--- config.mk ---
export PLATFORM = sky130hd
export DESIGN_NAME = shift_sequencer_flat
export DESIGN_NICKNAME = d
export VERILOG_FILES = /design/src/rtl/shift_sequencer_if.sv /design/src/rtl/shift_sequencer.sv /design/src/flat_wrapper.sv
export SDC_FILE = /design/constraint.sdc
export NUM_CORES = 1
export LEC_CHECK = 0
export CORE_MARGIN = 2
export CORE_UTILIZATION = 35
export CTS_CLUSTER_DIAMETER = 30
export DETAILED_ROUTE_END_ITERATION = 8
export PLACE_DENSITY = 0.64
export SYNTH_ARGS = -nofsm -noshare
export SYNTH_HDL_FRONTEND = slang
export SYNTH_SLANG_ARGS = --single-unit
--- constraint.sdc ---
create_clock -name clk -period 2 [get_ports clk]
set_input_delay 0.2 -clock clk [delete_from_list [all_inputs] [get_ports clk]]
set_output_delay 0.2 -clock clk [all_outputs]
set_load 0.02 [all_outputs]
--- src/rtl/shift_sequencer_if.sv ---
// Handshake and data bundle for shift_sequencer: request side (start/op/a/b)
// and completion side (busy/done/result/flags).
interface shift_sequencer_if #(
  parameter int N = 4
);
  logic         start;
  logic [1:0]   op;
  logic [N-1:0] a;
  logic [N-1:0] b;
  logic         busy;
  logic         done;
  logic [N-1:0] result;
  logic         flagZ;
  logic         flagC;

  modport master (
    output start, op, a, b,
    input  busy, done, result, flagZ, flagC
  );

  modport slave (
    input  start, op, a, b,
    output busy, done, result, flagZ, flagC
  );
endinterface

--- src/rtl/shift_sequencer.sv ---
// Multi-cycle shifter: LSR/LSL/ASR one bit per clock with start/busy/done
// handshake, iteration count capped at N, zero and carry-out flags.
module shift_sequencer #(
  parameter int N = 4
) (
  input  logic              clk,
  input  logic              rst,
  shift_sequencer_if.slave  bus
);

  localparam int CW = $clog2(N + 1);
  localparam logic [CW-1:0] NCNT = CW'(N);
  localparam logic [N-1:0]  NOPD = N'(N);

  localparam logic [1:0] IDLE  = 2'd0;
  localparam logic [1:0] SHIFT = 2'd1;
  localparam logic [1:0] DONE  = 2'd2;

  localparam logic [1:0] OP_LSR = 2'b00;
  localparam logic [1:0] OP_LSL = 2'b01;
  localparam logic [1:0] OP_ASR = 2'b10;
  localparam logic [1:0] OP_NOP = 2'b11;

  logic [1:0]    state;
  logic [N-1:0]  work;
  logic [N-1:0]  work_nx;
  logic          carry;
  logic          carry_nx;
  logic [1:0]    opr;
  logic [CW-1:0] cnt;
  logic [CW-1:0] cap;
  logic [N-1:0]  res_q;
  logic          fz_q;
  logic          fc_q;

  assign bus.busy   = (state == SHIFT) || (state == DONE);
  assign bus.done   = (state == DONE);
  assign bus.result = res_q;
  assign bus.flagZ  = fz_q;
  assign bus.flagC  = fc_q;

  always_comb begin
    cap = '0;
    if (bus.op == OP_NOP) begin
      cap = '0;
    end else if (bus.b >= NOPD) begin
      cap = NCNT;
    end else begin
      cap = CW'(bus.b);
    end
  end

  always_comb begin
    work_nx  = work;
    carry_nx = carry;
    case (opr)
      OP_LSR: begin
        work_nx  = {1'b0, work[N-1:1]};
        carry_nx = work[0];
      end
      OP_LSL: begin
        work_nx  = {work[N-2:0], 1'b0};
        carry_nx = work[N-1];
      end
      OP_ASR: begin
        work_nx  = {work[N-1], work[N-1:1]};
        carry_nx = work[0];
      end
      default: begin
        work_nx  = work;
        carry_nx = carry;
      end
    endcase
  end

  // Result and flags are loaded on the edge that enters DONE, from the
  // same values the work/carry registers take on that edge.
  always_ff @(posedge clk) begin
    if (rst) begin
      state <= IDLE;
      work  <= '0;
      carry <= 1'b0;
      opr   <= '0;
      cnt   <= '0;
      res_q <= '0;
      fz_q  <= 1'b0;
      fc_q  <= 1'b0;
    end else begin
      case (state)
        IDLE: begin
          if (bus.start) begin
            work  <= bus.a;
            opr   <= bus.op;
            carry <= 1'b0;
            cnt   <= cap;
            if (cap == '0) begin
              state <= DONE;
              res_q <= bus.a;
              fz_q  <= (bus.a == '0);
              fc_q  <= 1'b0;
            end else begin
              state <= SHIFT;
            end
          end
        end
        SHIFT: begin
          work  <= work_nx;
          carry <= carry_nx;
          cnt   <= cnt - CW'(1);
          if (cnt == CW'(1)) begin
            state <= DONE;
            res_q <= work_nx;
            fz_q  <= (work_nx == '0);
            fc_q  <= carry_nx;
          end
        end
        DONE: begin
          state <= IDLE;
        end
        default: begin
          state <= IDLE;
        end
      endcase
    end
  end

endmodule

--- src/flat_wrapper.sv ---
// flat-port wrapper written by rule: the top's interface ports become plain ports
module shift_sequencer_flat 
#(
  parameter int N = 4
)
  (clk, rst, bus_start, bus_op, bus_a, bus_b, bus_busy, bus_done, bus_result, bus_flagZ, bus_flagC);
  shift_sequencer_if #(.N(N)) bus_i ();
  input  logic clk;
  input  logic rst;
  input wire logic [$bits(bus_i.start)-1:0] bus_start;
  input wire logic [$bits(bus_i.op)-1:0] bus_op;
  input wire logic [$bits(bus_i.a)-1:0] bus_a;
  input wire logic [$bits(bus_i.b)-1:0] bus_b;
  output wire logic [$bits(bus_i.busy)-1:0] bus_busy;
  output wire logic [$bits(bus_i.done)-1:0] bus_done;
  output wire logic [$bits(bus_i.result)-1:0] bus_result;
  output wire logic [$bits(bus_i.flagZ)-1:0] bus_flagZ;
  output wire logic [$bits(bus_i.flagC)-1:0] bus_flagC;
  assign bus_i.start = bus_start;
  assign bus_i.op = bus_op;
  assign bus_i.a = bus_a;
  assign bus_i.b = bus_b;
  assign bus_busy = bus_i.busy;
  assign bus_done = bus_i.done;
  assign bus_result = bus_i.result;
  assign bus_flagZ = bus_i.flagZ;
  assign bus_flagC = bus_i.flagC;
  shift_sequencer #(.N(N)) u_core (.clk(clk), .rst(rst), .bus(bus_i));
endmodule
### After elaboration in Yosys (flattened, before gate mapping)

Index checks and enable logic that the tools add are counted.
Widths: inputs -> output; s select.

| storage, ports and cells | value |
|---|---|
| bits in registers | 18 |
| input bits | 13 |
| output and inout bits | 8 |
| word-level logic and storage cells | 57 |

| operators by class | value |
|---|---|
| $add $sub $neg | 1 |
| $lt $le $gt $ge | 1 |
| equal/unequal tests | 9 |
| mux-type cells | 26 |
| reduce and logical (&&, ||, !) cells | 12 |

Operator list:

| cell | number |
|---|---|
| $mux 4 | 4 |
| $pmux 4 s2 | 2 |
| $pmux 4 s3 | 1 |
| $mux 3 | 3 |
| $logic_not 4->1 | 2 |
| $pmux 1 s2 | 4 |
| $mux 1 | 7 |
| $eq 2x2->1 const B | 3 |
| $mux 2 | 3 |
| $pmux 3 s2 | 1 |
| $reduce_and 2->1 | 3 |
| $eq 2x1->1 const B | 2 |
| $ge 4x3->1 const B | 1 |
| $logic_not 2->1 | 2 |
| $ne 2x2->1 const B | 2 |
| $pmux 2 s2 | 1 |
| $reduce_and 4->1 | 1 |
| $eq 3x1->1 const B | 1 |
| $logic_not 3->1 | 1 |
| $sub 3x1->3 const B | 1 |
| $ne 2x1->1 const B | 1 |
| $reduce_bool 2->1 | 1 |
| $reduce_or 2->1 | 1 |
| $logic_or 1x1->1 | 1 |

### Logic depth before layout (Yosys ltp)

Gate-level depths: netlist (run 1).

| depth | value |
|---|---|
| depth in word-level cells | 7 |
| gate-level depth with buffers | 9 |
| gate-level depth less buffers | 6 |

### Worst setup path before layout (run 1)

OpenSTA, ideal clock, no wires.

| timing path | value |
|---|---|
| path kind | reg2reg |
| start | reg u_core.state[1] |
| end | reg u_core.cnt[0] |
| setup time | 0.095 ns |
| data arrival time | 1.693 ns |
| required time | 1.905 ns |
| slack | 0.211 ns |
| stages on the path, launching flop included | 10 |
| buffers on the path | 3 |
| period minus slack after synthesis | 1.789 ns |
| cells stage by stage | dfxtp_1 inv_1 ha_1 buf_2 or2_2 clkbuf_1 nand2_1 buf_2 a21oi_1 a221oi_1 |

| between the ends | value |
|---|---|
| longest elaborated chain between the ends | 3 |
| elaborated cells between the ends (all ways) | 6 |
| those cells by class | 2 x eq/ne; 1 x mux; 3 x reduce/logical |

Ends and longest elaborated chain:

| what | line | text |
|---|---|---|
| start: declaration | shift_sequencer.sv:24 | `logic [1:0] state;` |
| start signal: assignment | shift_sequencer.sv:80 | `state <= IDLE;` |
| start signal: assignment | shift_sequencer.sv:97 | `state <= DONE;` |
| start signal: assignment | shift_sequencer.sv:102 | `state <= SHIFT;` |
| $eq 2x1->1 or $logic_not 2->1 (tied branches) | shift_sequencer.sv:89 | `case (state)` |
| $reduce_bool 2->1 (no line) or $ne 2x2->1 (tied branches) | -- |  |
| $reduce_and 2->1 (no line) | -- |  |
| end signal: assignment | shift_sequencer.sv:95 | `cnt <= cap;` |
| end signal: assignment | shift_sequencer.sv:109 | `cnt <= cnt - CW'(1);` |
| end: declaration | shift_sequencer.sv:30 | `logic [CW-1:0] cnt;` |

Parallel ways exist; a longest one is shown, timed or not.
A chain may end at the register's enable or synchronous reset.

### Final worst setup path (run 1)

| timing path | value |
|---|---|
| start | reg u_core.state[0] |
| end | reg u_core.fz_q, in the netlist u_core.bus.flagZ |

| between the ends | value |
|---|---|
| longest elaborated chain between the ends | 3 |
| elaborated cells between the ends (all ways) | 8 |
| those cells by class | 4 x eq/ne; 1 x mux; 3 x reduce/logical |

Ends and longest elaborated chain:

| what | line | text |
|---|---|---|
| $eq 2x1->1 or $logic_not 2->1 (tied branches) | shift_sequencer.sv:89 |  |
| $ne 2x2->1 (no line), or another cell as far along | -- |  |
| $reduce_and 4->1 (no line) | -- |  |
| end signal: assignment | shift_sequencer.sv:99 | `fz_q <= (bus.a == '0);` |
| end signal: assignment | shift_sequencer.sv:113 | `fz_q <= (work_nx == '0);` |
| end: declaration | shift_sequencer.sv:33 | `logic fz_q;` |

Parallel ways exist; a longest one is shown, timed or not.

==> results of run 1 <==
-- cell type report --
type / count / area share (%)
flip-flops and latches: 18 / 26.6
inverters: 5 / 1.39
multi-input cells: 102 / 48.8
repair buffers: 25 / 17.5
clock buffers: 4 / 2.68
well taps: 33 / 3.05
-- path summary, 6_finish.rpt --
kind                                      from                                end
max               u_core.state[0]$_SDFFE_PP0P_      u_core.bus.flagZ$_SDFFE_PP0P_
min          u_core.bus.result[0]$_SDFFE_PP0P_  u_core.bus.result[0]$_SDFFE_PP0P_
max reg2reg       u_core.state[0]$_SDFFE_PP0P_      u_core.bus.flagZ$_SDFFE_PP0P_
min reg2reg  u_core.bus.result[0]$_SDFFE_PP0P_  u_core.bus.result[0]$_SDFFE_PP0P_
-- power by group through the flow --
stage | logic, mW | registers [mW] | clock network [mW]
after floorplan | 0.700 | 0.607 | 0
after global placement | 1.00 | 0.583 | 0
after detailed placement | 1.03 | 0.592 | 0
after CTS | 1.03 | 0.583 | 0.231
after global routing | 1.15 | 0.605 | 0.250
final | 1.02 | 0.583 | 0.225
-- routing by layer --
metal	part of all wire, %	wire [µm]	vias up	global-route usage, %
met5	0	0	-	0
met4	0.16	4	0	2.60
met3	2.7	67	2	2.40
met2	51	1250	15	29.2
met1	46	1130	503	20.0
li1	-	-	526	-
-- cell families (layout without fill, tap and decap cells) --
group / count (synthesis) / in the layout / share of synthesized area (%)
AOI/OAI and AO/OA: 39 / 39 / 26.0
adders and majority gates: 5 / 5 / 5.83
buffers and inverters: 13 / 34 / 4.78
DFF: 18 / 18 / 33.6
muxes: 5 / 5 / 4.90
and+or+nand+nor: 53 / 53 / 24.9
-- worst min-delay path, cell delays in order, from the launching register on --
cell and delay, ns:
dfxtp_1 0.32, o21ai_0 0.06, a21oi_1 0.06
-- layout by cell type (no fill, tap or decap), types with 3 or more instances in the layout --
master and instances:
ha_1 5, nor3_1 8, clkbuf_4 3, nor2_1 14
clkdlybuf4s50_1 20, buf_4 5, inv_1 5, nand2b_1 3
mux2i_1 3, o21ai_0 6, nand3_1 7, a21oi_1 14
dfxtp_1 18, nand2_1 11
-- per-stage QoR --
step	area (µm²)	setup TNS, ns	power, mW
after floorplan	1070	0	1.31
after global placement	1320	-0.0844	1.59
after detailed placement	1320	-0.241	1.62
after CTS	1360	0	1.84
after global routing	1360	0	2.01
final	1360	0	1.83
-- synth_stat cells, types with 3 or more instances --
cell,instances,area [µm²]
nor2_1,14,52.6
o21ai_0,6,30.0
inv_1,5,18.8
ha_1,5,62.6
a21oi_1,14,70.1
nand2b_1,3,18.8
nand3_1,7,35.0
nand2_1,11,41.3
mux2i_1,3,30.0
clkbuf_1,5,18.8
nor3_1,8,40.0
dfxtp_1,18,360
-- state kept, by name (all words and copies together) (netlist names) --
register	cells
u_core.bus.result	4
u_core.bus.flagZ	1
u_core.work	4
u_core.state	2
u_core.cnt	3
u_core.opr	2
u_core.carry	1
u_core.bus.flagC	1
==> results.yml, run 1 <==
outcome:
  status: "complete, no violations"
synthesis:
  yosys.cell_types.count: 38
  synth_warnings: 0
  synth_flop_cell: "dfxtp_1"
  ys_seq_elements: 18
  synth_enable_flop_cells: 0
  syn_inst: 133
  syn_area_per_cell_um2: 8.06
  yosysSeqAreaShare_pct: 33.6
  synth_area_mm2: 0.00107
  synth_nets: 151
  synthArstFlopShare_pct: 0
sta:
  slew_headroom_pct: 66.4
  rsz0062_at_grt: "false"
  finalHoldViolations: 0
  max_slew.worst_pin.slew_ns: 0.497
  fmax_mhz: 535
  drv_slew: 0
  layout_setup_ws_ns: 0.131
  whs_ns: 0.484
  setup_viol: 0
  finalCriticalPeriod_ns: 1.87
  finalClockSkew_ns: 0.00483
  post-route-period-util_pct: 93.5
clock_tree:
  ctsResizeCount: 0
  cts-root-buf: "clkbuf_4"
  cts_tree: "built"
  clock_latency_ns: 0.29
  clkTransAtPathRegs_ns: 0.11
  cts_num_sinks: 18
  cts_inserted_buffers: 3
  ctsHoldBuffers: 0
  ctsLongestPathBuffers: 2
  post_cts_buffers: 0
  htreeDepth: 1
power_and_ir_drop:
  switchingPower_uw: 788
  p_comb_share_pct: 55.8
  vdd.ir_drop.worst_uv: 569
  switching_share_pct: 43.1
  leakage_nw: 0.490
  power.internal_mw: 1.04
  p_per_area_mw_per_mm2: 1350
  seq_power_share_pct: 31.9
  power_frac_clock_pct: 12.3
placement:
  place_congestion: 0.829
  dp_hpwl_um: 1970
  dp.cells: 183
  port_buffers: 20
  dpl_worst_slack_ns: -0.0666
finish:
  final_util_pct: 45.5
  finalNonFillerCells: 187
  multi_input_area_um2: 661
  fillers: 287
  drive_above_1_share_pct: 11.7
  seqCellArea_um2: 360
  diodes: 0
  nets: 173
  area_growth_pct: 26.4
floorplan:
  die_w_um: 59.4
  dieHeight_um: 59.4
  die_area_mm2: 0.00352
  start_util_pct: 36.0
  pin_count: 21
  rows: 20
  core_mm2: 0.00298
global_routing:
  overflow: 0
  grt_usage_pct: 16.0
  grt_pass1_vias: 1036
  antenna_found_initial: 0
  grt_max_degree: 14
  grt_pass1_wl_um: 4410
setup_path:
  crit_required_ns: 2.16
  cp_top_family: "compound AO/OA/AOI/OAI gates"
  rr_worst_depth: 7
  max_stage_delay_ns: 0.43
  worst_setup_path_start_kind: "flop"
  rrSetupSlack_ns: 0.13
  cp_data_arrival_time_ns: 2.03
  path_cells: "inv_1 > ha_1 > a21boi_0 > buf_4 > a221o_2 > nor3_2 > a211oi_2"
  worstPathMaxFanout: 8
  crit_slowest_cell: "a221o_2"
  worstSetupPathType: "reg2reg"
  cp_num_cells: 7
  endpoint_kind: "flop"
  cp.buffers_inverters: 2
route:
  detail_route.wl_per_cell_um: 13.2
  first_pass_iters: 4
  drc_errors: 0
  avgViaCountPerCell: 5.59
  vias: 1046
  wl_um: 2460
  first_iter_violations: 60
  ant_nets: 0
worst_hold_path:
  hold_path_class: "reg2reg"
  min_path_cells: 2
job:
  drv_cap: 0
Power figures use the tool's default switching activity.
==> run 2: changes to the inputs <==
--- a/config.mk
+++ b/config.mk
@@ -5,11 +5,13 @@
 export SDC_FILE = /design/constraint.sdc
 export NUM_CORES = 1
 export LEC_CHECK = 0
+export CELL_PAD_IN_SITES_DETAIL_PLACEMENT = 1
+export CELL_PAD_IN_SITES_GLOBAL_PLACEMENT = 1
 export CORE_MARGIN = 2
 export CORE_UTILIZATION = 35
 export CTS_CLUSTER_DIAMETER = 30
 export DETAILED_ROUTE_END_ITERATION = 8
-export PLACE_DENSITY = 0.64
+export PLACE_DENSITY = 0.8
 export SYNTH_ARGS = -nofsm -noshare
 export SYNTH_HDL_FRONTEND = slang
 export SYNTH_SLANG_ARGS = --single-unit
==> run 2 against run 1 <==
  * Final cell count increased by 0.53%
  * Via count increased by 2.8%
  * Clock power increased by 4%
  * Maximum frequency decreased by 0.87%
  * Largest cell class unchanged
  * Register-to-register slack got worse by 0.02 ns
  * Final area increased by 1.2%
  * First-iteration DRC count decreased by 65%
  * Critical endpoint is now u_core.bus.result[2]$_SDFFE_PP0P_
  * Non-clock buffer count increased by 1
  * Combinational power increased by 5%
  * Critical path type unchanged
  * Utilization increased by 0.55 points
  * Clock skew increased by 0.0025 ns
==> results.yml, run 2 (same netlist as run 1, synthesis figures left out) <==
sta:
  finalHoldViolations: 0
  finalCriticalPeriod_ns: 1.89
  max_slew.worst_pin.slew_ns: 0.521
  finalClockSkew_ns: 0.00735
  fmax_mhz: 530
  drv_slew: 0
  post-route-period-util_pct: 94.3
  slew_headroom_pct: 65.1
  layout_setup_ws_ns: 0.114
  setup_viol: 0
power_and_ir_drop:
  power_frac_clock_pct: 12.2
  leakage_nw: 0.494
  switching_share_pct: 44.7
  power.internal_mw: 1.05
  vdd.ir_drop.worst_uv: 568
  p_total_mw: 1.90
  seq_power_share_pct: 31.2
  p_per_area_mw_per_mm2: 1390
  p_comb_share_pct: 56.5
  switchingPower_uw: 849
clock_tree:
  ctsLongestPathBuffers: 2
  htreeDepth: 1
  cts_tree: "built"
  cts_inserted_buffers: 3
  clock_latency_ns: 0.30
  cts_num_sinks: 18
  clkTransAtPathRegs_ns: 0.11
  ctsHoldBuffers: 0
  cts-root-buf: "clkbuf_4"
  post_cts_buffers: 0
  ctsResizeCount: 0
finish:
  area_growth_pct: 27.9
  postLayoutCellArea_mm2: 0.00137
  nets: 174
  final_util_pct: 46.1
  seqCellArea_um2: 360
  drive_above_1_share_pct: 13.5
  finalNonFillerCells: 188
  final_cell_mix: "20 x clkdlybuf4s50_1, 18 x dfxtp_1, 14 x nor2_1, 14 x a21oi_1, 11 x nand2_1"
  multi_input_area_um2: 669
  final_common_cell: "clkdlybuf4s50_1"
  diodes: 0
  fillers: 367
floorplan:
  dieHeight_um: 59.4
  die_w_um: 59.4
  pin_count: 21
  rows: 20
  die_area_mm2: 0.00352
  core_mm2: 0.00298
  start_util_pct: 36.0
setup_path:
  cp_data_arrival_time_ns: 2.08
  max_stage_delay_ns: 0.45
  worstSetupPathType: "reg2reg"
  cp.buffers_inverters: 2
  cp_top_family: "compound AO/OA/AOI/OAI gates"
  worstPathMaxFanout: 8
  path_cells: "inv_1 > ha_2 > a21boi_0 > buf_4 > a221o_2 > nor3_1 > nor3_1"
  cpMostUsedCell: "nor3_1"
  crit_slowest_cell: "a221o_2"
  endpoint_kind: "flop"
  worst_setup_path_start_kind: "flop"
  crit_required_ns: 2.20
global_routing:
  grt_max_degree: 15
  grt_usage_pct: 20.4
  grt_pass1_wl_um: 5230
  grt_pass1_vias: 1106
  antenna_found_initial: 0
  overflow: 0
placement:
  place_congestion: 0.808
  dp_hpwl_um: 2460
  port_buffers: 20
  placed_area_mm2: 0.00133
  dp.cells: 184
  dpl_worst_slack_ns: -0.0886
route:
  drc_errors: 0
  ant_nets: 0
  first_pass_iters: 4
  avgViaCountPerCell: 5.72
  wl_um: 3150
  first_iter_violations: 21
  detail_route.wl_per_cell_um: 16.7
  vias: 1075
worst_hold_path:
  hold_path_class: "reg2reg"
outcome:
  status: "complete, no violations"
job:
  drv_cap: 0
[run 2: worst paths after layout]
| kind | startpoint | to | slack [ns] | cells past startpoint |
|---|---|---|---|---|
| setup / recovery | u_core.state[0]$_SDFFE_PP0P_ | u_core.bus.result[2]$_SDFFE_PP0P_ | 0.11 | 7 |
| hold / removal | u_core.bus.result[3]$_SDFFE_PP0P_ | u_core.bus.result[3]$_SDFFE_PP0P_ | 0.49 | 2 |
| setup reg to reg | u_core.state[0]$_SDFFE_PP0P_ | u_core.bus.result[2]$_SDFFE_PP0P_ | 0.11 | 7 |
| hold reg to reg | u_core.bus.result[3]$_SDFFE_PP0P_ | u_core.bus.result[3]$_SDFFE_PP0P_ | 0.49 | 2 |
[run 2: worst reg2reg max path, stage by stage, from the launching register on]
cell and delay, ns:
dfxtp_1 0.38, inv_1 0.09, ha_2 0.24, a21boi_0 0.14, buf_4 0.16, a221o_2 0.45, nor3_1 0.24, nor3_1 0.07
[run 2: layer usage]
layer / track usage (%) / vias to the layer above / part of all wire (%)
met5: 0 / - / 0
met4: 10.4 / 0 / 3.2
met3: 2.18 / 9 / 2.9
met2: 38.9 / 21 / 53
met1: 21.6 / 510 / 41
li1: - / 535 / -
[run 2: final cells by class]
cell class | instances | area share (%)
Timing Repair Buffer | 26 | 17.9
Clock buffer | 4 | 2.65
Sequential cell | 18 | 26.3
Inverter | 5 | 1.37
Tap cell | 33 | 3.01
Multi-Input combinational cell | 102 | 48.8
[run 2: stage by stage]
stage	hold WS (ns)	TNS (ns)
3_5_place_dp	0.483	-0.296
2_1_floorplan	0.348	0
6_report	0.495	0
4_1_cts	0.498	0
3_3_place_gp	0.468	-0.0145
5_1_grt	0.532	-0.0130
[run 2: power by group through the flow]
| stage | clock, mW | combinational [mW] | sequential, mW |
|---|---|---|---|
| 3_3_place_gp | 0 | 1.01 | 0.589 |
| 2_1_floorplan | 0 | 0.700 | 0.607 |
| 4_1_cts | 0.239 | 1.07 | 0.593 |
| 3_5_place_dp | 0 | 1.06 | 0.602 |
| 5_1_grt | 0.253 | 1.19 | 0.610 |
| 6_report | 0.233 | 1.07 | 0.594 |
